--- config.mk ---
export PLATFORM = sky130hd
export DESIGN_NAME = reg_spi_ctrl
export DESIGN_NICKNAME = d
export VERILOG_FILES = /design/src/rtl/reg_spi_ctrl.sv
export SDC_FILE = /design/constraint.sdc
export NUM_CORES = 1
export LEC_CHECK = 0
export ABC_CLOCK_PERIOD_IN_PS = 2640
export CAP_MARGIN = 15
export CORE_MARGIN = 1
export CORE_UTILIZATION = 42
export CTS_BUF_LIST = sky130_fd_sc_hd__clkbuf_2 sky130_fd_sc_hd__clkbuf_4 sky130_fd_sc_hd__clkbuf_8
export DETAILED_ROUTE_END_ITERATION = 10
export PLACE_DENSITY = 0.84
export SYNTH_ARGS = -nofsm -noshare
export SYNTH_HDL_FRONTEND = slang
export SYNTH_SLANG_ARGS = --single-unit
--- constraint.sdc ---
create_clock -name clk -period 2.64 [get_ports clk]
set_clock_uncertainty 0.05 [all_clocks]
set_input_delay 0.528 -clock clk [delete_from_list [all_inputs] [get_ports clk]]
set_output_delay 0.528 -clock clk [all_outputs]
set_load 0.1 [all_outputs]
--- src/rtl/reg_spi_ctrl.sv ---
// rtl/reg_spi_ctrl.sv - serial (sclk/cs_n/mosi/miso) front end to a bank of DW-bit registers
// Frames: R/W bit, AW address bits, DW data bits, MSB first, sampled on sclk rise.
module reg_spi_ctrl #(
  parameter int DW   = 16,
  parameter int AW   = 4,
  parameter int NREG = 16
) (
  input  logic                 clk,
  input  logic                 rst_n,
  input  logic                 sclk,
  input  logic                 cs_n,
  input  logic                 mosi,
  output logic                 miso,
  output logic [NREG-1:0]      reg_we,
  output logic [DW-1:0]        reg_data_in,
  input  logic [NREG*DW-1:0]   rd_data,
  output logic                 busy
);

  localparam int MAXB = (AW > DW) ? AW : DW;
  localparam int CW   = ($clog2(MAXB + 1) > 5) ? $clog2(MAXB + 1) : 5;

  typedef enum logic [2:0] {IDLE, CMD, ADDR, DATA, DONE} state_t;

  logic [2:0]      sclk_q;
  logic [1:0]      cs_q;
  logic [1:0]      mosi_q;
  logic [1:0]      rel_q;
  logic            cs_arm_q;
  state_t          state_q, state_d;
  logic [CW-1:0]   cnt_q, cnt_d;
  logic            rw_q, rw_d;
  logic [AW-1:0]   addr_q, addr_d;
  logic [DW-1:0]   wr_sh_q, wr_sh_d;
  logic [DW-1:0]   rd_sh_q, rd_sh_d;
  logic [NREG-1:0] we_q, we_d;
  logic [DW-1:0]   wdata_q, wdata_d;

  logic            sclk_rise, sclk_fall, cs_sync, mosi_sync, cs_start;
  logic [AW-1:0]   addr_nxt;
  logic [DW-1:0]   wr_nxt;
  logic [DW-1:0]   rd_sel;
  logic [NREG-1:0] we_hot;

  assign sclk_rise = sclk_q[1] & ~sclk_q[2];
  assign sclk_fall = ~sclk_q[1] & sclk_q[2];
  assign cs_sync   = cs_q[1];
  assign mosi_sync = mosi_q[1];
  // A frame starts only after cs_n was genuinely seen high since reset release,
  // so a cs_n held low across reset cannot fake a falling edge.
  assign cs_start  = cs_arm_q & ~cs_sync;
  assign addr_nxt  = {addr_q[AW-2:0], mosi_sync};
  assign wr_nxt    = {wr_sh_q[DW-2:0], mosi_sync};

  always_comb begin
    rd_sel = '0;
    we_hot = '0;
    for (int i = 0; i < NREG; i++) begin
      if (addr_nxt == AW'(i)) rd_sel = rd_data[i*DW +: DW];
      we_hot[i] = (addr_q == AW'(i));
    end
  end

  always_comb begin
    state_d = state_q;
    cnt_d   = cnt_q;
    rw_d    = rw_q;
    addr_d  = addr_q;
    wr_sh_d = wr_sh_q;
    rd_sh_d = rd_sh_q;
    we_d    = '0;
    wdata_d = wdata_q;
    case (state_q)
      IDLE: begin
        if (cs_start) begin
          state_d = CMD;
          cnt_d   = '0;
        end
      end
      CMD: begin
        if (sclk_rise) begin
          rw_d    = mosi_sync;
          state_d = ADDR;
          cnt_d   = '0;
        end
      end
      ADDR: begin
        if (sclk_rise) begin
          addr_d = addr_nxt;
          if (cnt_q == CW'(AW - 1)) begin
            state_d = DATA;
            cnt_d   = '0;
            if (!rw_q) rd_sh_d = rd_sel;
          end else begin
            cnt_d = cnt_q + CW'(1);
          end
        end
      end
      DATA: begin
        if (sclk_rise) begin
          if (rw_q) wr_sh_d = wr_nxt;
          if (cnt_q == CW'(DW - 1)) begin
            state_d = DONE;
            // we_hot is all zero for addresses beyond the attached registers
            if (rw_q && (we_hot != '0)) begin
              we_d    = we_hot;
              wdata_d = wr_nxt;
            end
          end else begin
            cnt_d = cnt_q + CW'(1);
          end
        end else if (sclk_fall && !rw_q) begin
          rd_sh_d = {rd_sh_q[DW-2:0], 1'b0};
        end
      end
      DONE: ;
      default: state_d = IDLE;
    endcase
    if (cs_sync && (state_q != IDLE)) begin
      state_d = IDLE;
      cnt_d   = '0;
      we_d    = '0;
      wdata_d = wdata_q;
    end
  end

  always_ff @(posedge clk) begin
    if (!rst_n) begin
      sclk_q   <= 3'b000;
      cs_q     <= 2'b11;
      mosi_q   <= 2'b00;
      rel_q    <= 2'b00;
      cs_arm_q <= 1'b0;
      state_q  <= IDLE;
      cnt_q    <= '0;
      rw_q     <= 1'b0;
      addr_q   <= '0;
      wr_sh_q  <= '0;
      rd_sh_q  <= '0;
      we_q     <= '0;
      wdata_q  <= '0;
    end else begin
      sclk_q   <= {sclk_q[1:0], sclk};
      cs_q     <= {cs_q[0], cs_n};
      mosi_q   <= {mosi_q[0], mosi};
      rel_q    <= {rel_q[0], 1'b1};
      cs_arm_q <= rel_q[1] & cs_sync;
      state_q  <= state_d;
      cnt_q    <= cnt_d;
      rw_q     <= rw_d;
      addr_q   <= addr_d;
      wr_sh_q  <= wr_sh_d;
      rd_sh_q  <= rd_sh_d;
      we_q     <= we_d;
      wdata_q  <= wdata_d;
    end
  end

  assign miso        = (state_q == DATA) & ~rw_q & rd_sh_q[DW-1];
  assign busy        = (state_q != IDLE);
  assign reg_we      = we_q;
  assign reg_data_in = wdata_q;

endmodule

* After elaboration in Yosys (flattened, before gate mapping)
Index checks and enable logic that the tools add are counted.
Word-level totals: output and inout bits 34, word-level logic and storage cells 135, input port bits 261, register bits after elaboration 86
Operators by class: add/sub/neg operators 1, muxes and demuxes 37, equal/unequal tests 46, bitwise operators 17, reduce and logical (&&, ||, !) cells 20
Operator list (number):
- 16-bit 2-to-1 mux | 21
- 4-bit == test, second input constant | 16
- 4-bit by 3-bit == test with 1-bit output, second input constant | 8
- 16-bit one-hot mux with 2 select lines | 1
- 5-bit 2-to-1 mux | 6
- 2-bit inequality test, second input constant | 10
- 5-bit one-hot mux with 4 select lines | 1
- 3-bit 2-to-1 mux | 6
- 4-bit by 2-bit == test with 1-bit output, second input constant | 4
- 16-bit nonzero test | 1
- 3-bit one-hot mux with 5 select lines | 1
- 6-bit AND reduction | 2
- 1-bit NOT | 11
- 4-bit by 1-bit == test with 1-bit output, second input constant | 2
- 4-bit zero test | 2
- 7-bit AND reduction | 1
- 1-bit AND | 6
- 3-bit by 2-bit == test with 1-bit output, second input constant | 2
- 6-bit OR reduction | 1
- 5-bit by 1-bit adder with 5-bit output, second input constant | 1
- 5-bit by 2-bit == test with 1-bit output, second input constant | 1
- 5-bit by 4-bit == test with 1-bit output, second input constant | 1
- 5-bit AND reduction | 1
- 2-bit AND reduction | 2
- other kinds (11) | 13

* Longest topological paths before layout
word-level depth 21, gate-level depth with buffers 10, gate-level depth less buffers 9

* Least setup slack after synthesis
OpenSTA, ideal clock, no wires.
path kind register to output, from reg state_q[2], to out miso, stages on the path, launching flop included 6, setup slack -1127 ps, path buffers 2, arrival time 3189 ps, data required time 2062 ps, path through dfxtp_1 > buf_2 > nor2b_1 > nand2_1 > clkbuf_1 > nor3b_1
Between the ends: word-level cells in the longest chain between the ends 3
RTL lines:
- from (decl) | RTL line 30 | state_t state_q, state_d;
- from (signal assigned) | RTL line 148 | state_q <= state_d;
- 3-bit by 2-bit == test with 1-bit output | RTL line 159 | assign miso = (state_q == DATA) & ~rw_q & rd_sh_q[DW-1];
- 1-bit AND (2 in series) | RTL line 159
- to (decl) | RTL line 13 | output logic miso,
No other way between the ends.

* Final worst setup path
from reg state_q[1], to out miso
Same word-level chain as after synthesis.

==> metrics.md <==
| Metric | Value |
|---|---|
| Post-synth EDFFs | `0` |
| Final hold vios | `0` |
| Fillcell total | `between 1000 and 1500` |
| Post-CTS Hold Buffers | `0` |
| Crit start category | `flop` |
| First-pass GRT wire length | `35500 microns` |
| Synth Cell Area | `slightly below 6000 sq um` |
| Crit path capture type | `output port` |
| CTS Sinks | `86` |
| Avg WL per Cell | `roughly 20 microns` |
| Yosys top cell by area | `dfxtp_1` |
| Post-Layout Cell Count | `~1200` |
| Initial DRC count | `674` |
| Delay-heaviest family, CP | `simple AND/OR/NAND/NOR gates` |
| Arr. time, crit path | `around 1.9 ns` |
| Antenna violations before repair | `8` |
| Overall power | `between 2 and 3 mW` |
| Most common cell in the netlist | `nand2_1` |
| Fmax | `~0.4 GHz` |
| Final setup vio count | `0` |
| TritonRoute pass-1 iters | `6` |
| Synth warn | `0` |
| Final Max Slew Viols | `0` |
| DIE AREA | `roughly 14000 sq um` |
| Starting Density | `0.433` |
| Vias in the first global route | `approximately 6500` |
| Crit-path max cell delay | `approximately 0.44 ns` |
| Final wirelength | `between 20000 and 25000 microns` |
| Die height | `between 100 and 150 microns` |
| GRT Util Overall | `0.328` |
| Tcrit/Tclk final | `0.933` |
| Multi-input logic area | `approximately 3700 sq um` |
| Maximum buffer depth of the clock tree | `2` |
| WP depth | `4` |
| Register area | `about 1700 sq um` |
| Detailed-route via count | `approximately 6800` |
| Share of the synthesized area in the top cell type | `0.298` |
| Core area | `approximately 13000 sq um` |
| Worst skew pair latency | `between 0.3 and 0.4 ns` |
| RSZ-0062 raised after global routing | `no` |
| M1 WL | `8890 microns` |
| Min Tclk post-route | `about 2.5 ns` |
| Met3 WL | `about 2700 microns` |
| Worst Max-Slew Pin Slew | `0.646 ns` |
| RePlAce Congestion | `between 1 and 1.5` |
| Max H-tree Level | `3` |
| Slew HR | `0.568` |
| Mapped Avg Cell Area | `between 7 and 8 sq um` |
| Outcome | `completed` |
| Sequential share of the synthesized area | `0.298` |
| Via/cell ratio | `approximately 5.8` |
| Largest net degree at the start of global routing | `52` |
| Hold path cells | `1` |
| Syn Nets | `a little under 1000` |
| Clk pin slew, worst setup/hold paths | `~0.10 ns` |
| Post-CTS sizing | `0` |
| Ys async rst share | `0` |
| Top post-synthesis cells by count | `nand2_1, dfxtp_1, o21ai_0` |
| Met2 WL post-DR | `roughly 11000 microns` |
| Post-Synthesis Cells | `723` |
| Postcts setup bufs | `0` |
| HPWL after DPL | `between 15000 and 20000 microns` |
| Hold crit path type | `reg2reg` |
| Reg2Reg Depth | `7` |
| Max layer used | `met4` |
| Netlist cell types | `59` |
| Reg2reg setup slack | `0.32 ns` |
| Placed insts | `1159` |
| Number of synthesized register bits | `86` |
| Detail Route Antenna Nets | `0` |
| Root Driver | `clkbuf_8` |
| Setup TNS | `0 ns` |
| CP max stage cell | `dfxtp_1` |
| Synth-to-layout area growth | `56.5%` |
| Port Buffers | `approximately 300` |
| Critical Path Fanout Max | `7` |
| DRC errors left | `0` |
| Final #Nets | `about 1300` |
| I/O Pins | `approximately 300` |
| CTS tree | `done` |
| Fin Hold WS | `roughly 0.35 ns` |
| GR Overflow Total | `0` |
| CP Buf/Inv Count | `1` |
| Pwr Density | `around 320 nW/um^2` |
| Die X | `119 microns` |
| Most used DFF post-synth | `dfxtp_1` |
| Leak Pwr | `about 3.2 nW` |
| Critical-path cell list | `nor2b_1 -> nand2_1 -> nor3b_4 -> buf_12` |
| Peak VDD IR | `~0.34 mV` |
| Cts bufs inserted | `9` |
| # Max-Cap Violations | `0` |
| Layout cells sized above 1 | `0.116` |
| Ranking of synthesized cells by area | `dfxtp_1, mux2i_1, nand2_1` |
| WP data required | `2.06 ns` |
| Row cnt | `42` |
| Critical path type | `reg2out` |
[sequential cells by signal, summed over array words and instances (netlist names)]
register	count
rel_q	2
cs_arm_q	1
wr_sh_q	15
sclk_q	3
rd_sh_q	16
reg_we	16
cnt_q	5
addr_q	4
reg_data_in	16
rw_q	1
mosi_q	2
state_q	3
cs_q	2
[layout make-up]
type / instances / share of cell area
clock buffer: 9 / 0.0137
timing repair buffer: 322 / 0.344
antenna: 6 / 0.00166
sequential: 86 / 0.191
inverter: 9 / 0.00373
tap: 176 / 0.0243
clock inverter: 7 / 0.00788
multi-input combinational: 566 / 0.413
[placed cells by master (no fill, tap or decap), types with 7 or more instances in the layout]
master	Yosys	final
clkbuf_8	0	9
clkdlybuf4s50_1	0	259
nor2b_1	13	13
and2_1	11	11
nor3_1	9	9
nand3b_1	7	7
mux2_2	12	12
a21oi_1	45	45
mux4_2	18	18
nor2_1	54	54
o211ai_1	10	10
o21ai_0	60	60
nand3_1	17	17
dfxtp_1	86	84
nand2b_1	10	10
o22ai_1	18	18
nand2_1	112	112
a31oi_1	9	9
a221oi_1	9	9
buf_4	4	58
mux2i_1	53	53
inv_1	8	8
o2111ai_1	8	8
a21boi_0	27	27
[path summary, 6_finish.rpt]
check / startpoint / to
setup / recovery: state_q[1]$_SDFFE_PP0P_ / miso
hold / removal: cs_q[0]$_SDFF_PN1_ / cs_q[1]$_SDFF_PN1_
setup reg to reg: cnt_q[0]$_SDFFE_PP0P_ / rd_sh_q[3]$_SDFFE_PN0P_
hold reg to reg: cs_q[0]$_SDFF_PN1_ / cs_q[1]$_SDFF_PN1_
[stage by stage]
stage | setup WS [ns] | area, sq um | utilization
after floorplan | 0.227 | 5790 | -
after global placement | 0.384 | 8840 | 0.662
after detailed placement | 0.324 | 8840 | 0.662
after CTS | 0.210 | 9030 | 0.677
after global routing | 0.0630 | 9030 | 0.677
final | 0.178 | 9050 | 0.678
[routing by layer]
layer	GRT usage	vias up
li1	-	3194
met1	0.387	3157
met2	0.564	404
met3	0.111	51
met4	0.0859	0
met5	0	-
[cell families (layout without fill, tap and decap cells)]
group,count (synthesis),count (layout),share of synthesized area
buf+inv,71,347,0.0569
mux,83,83,0.185
fa+ha+maj,2,2,0.00433
flops,86,86,0.298
compound gates,224,224,0.246
other cells,0,6,0
simple gates,257,257,0.210
[power breakdown]
part	total (mW)	internal [mW]	switching, mW
Combinational	0.639	0.450	0.189
Clock	0.914	0.375	0.539
Sequential	1.31	1.30	0.00761
Total	2.86	2.13	0.736
Power figures use the tool's default switching activity.
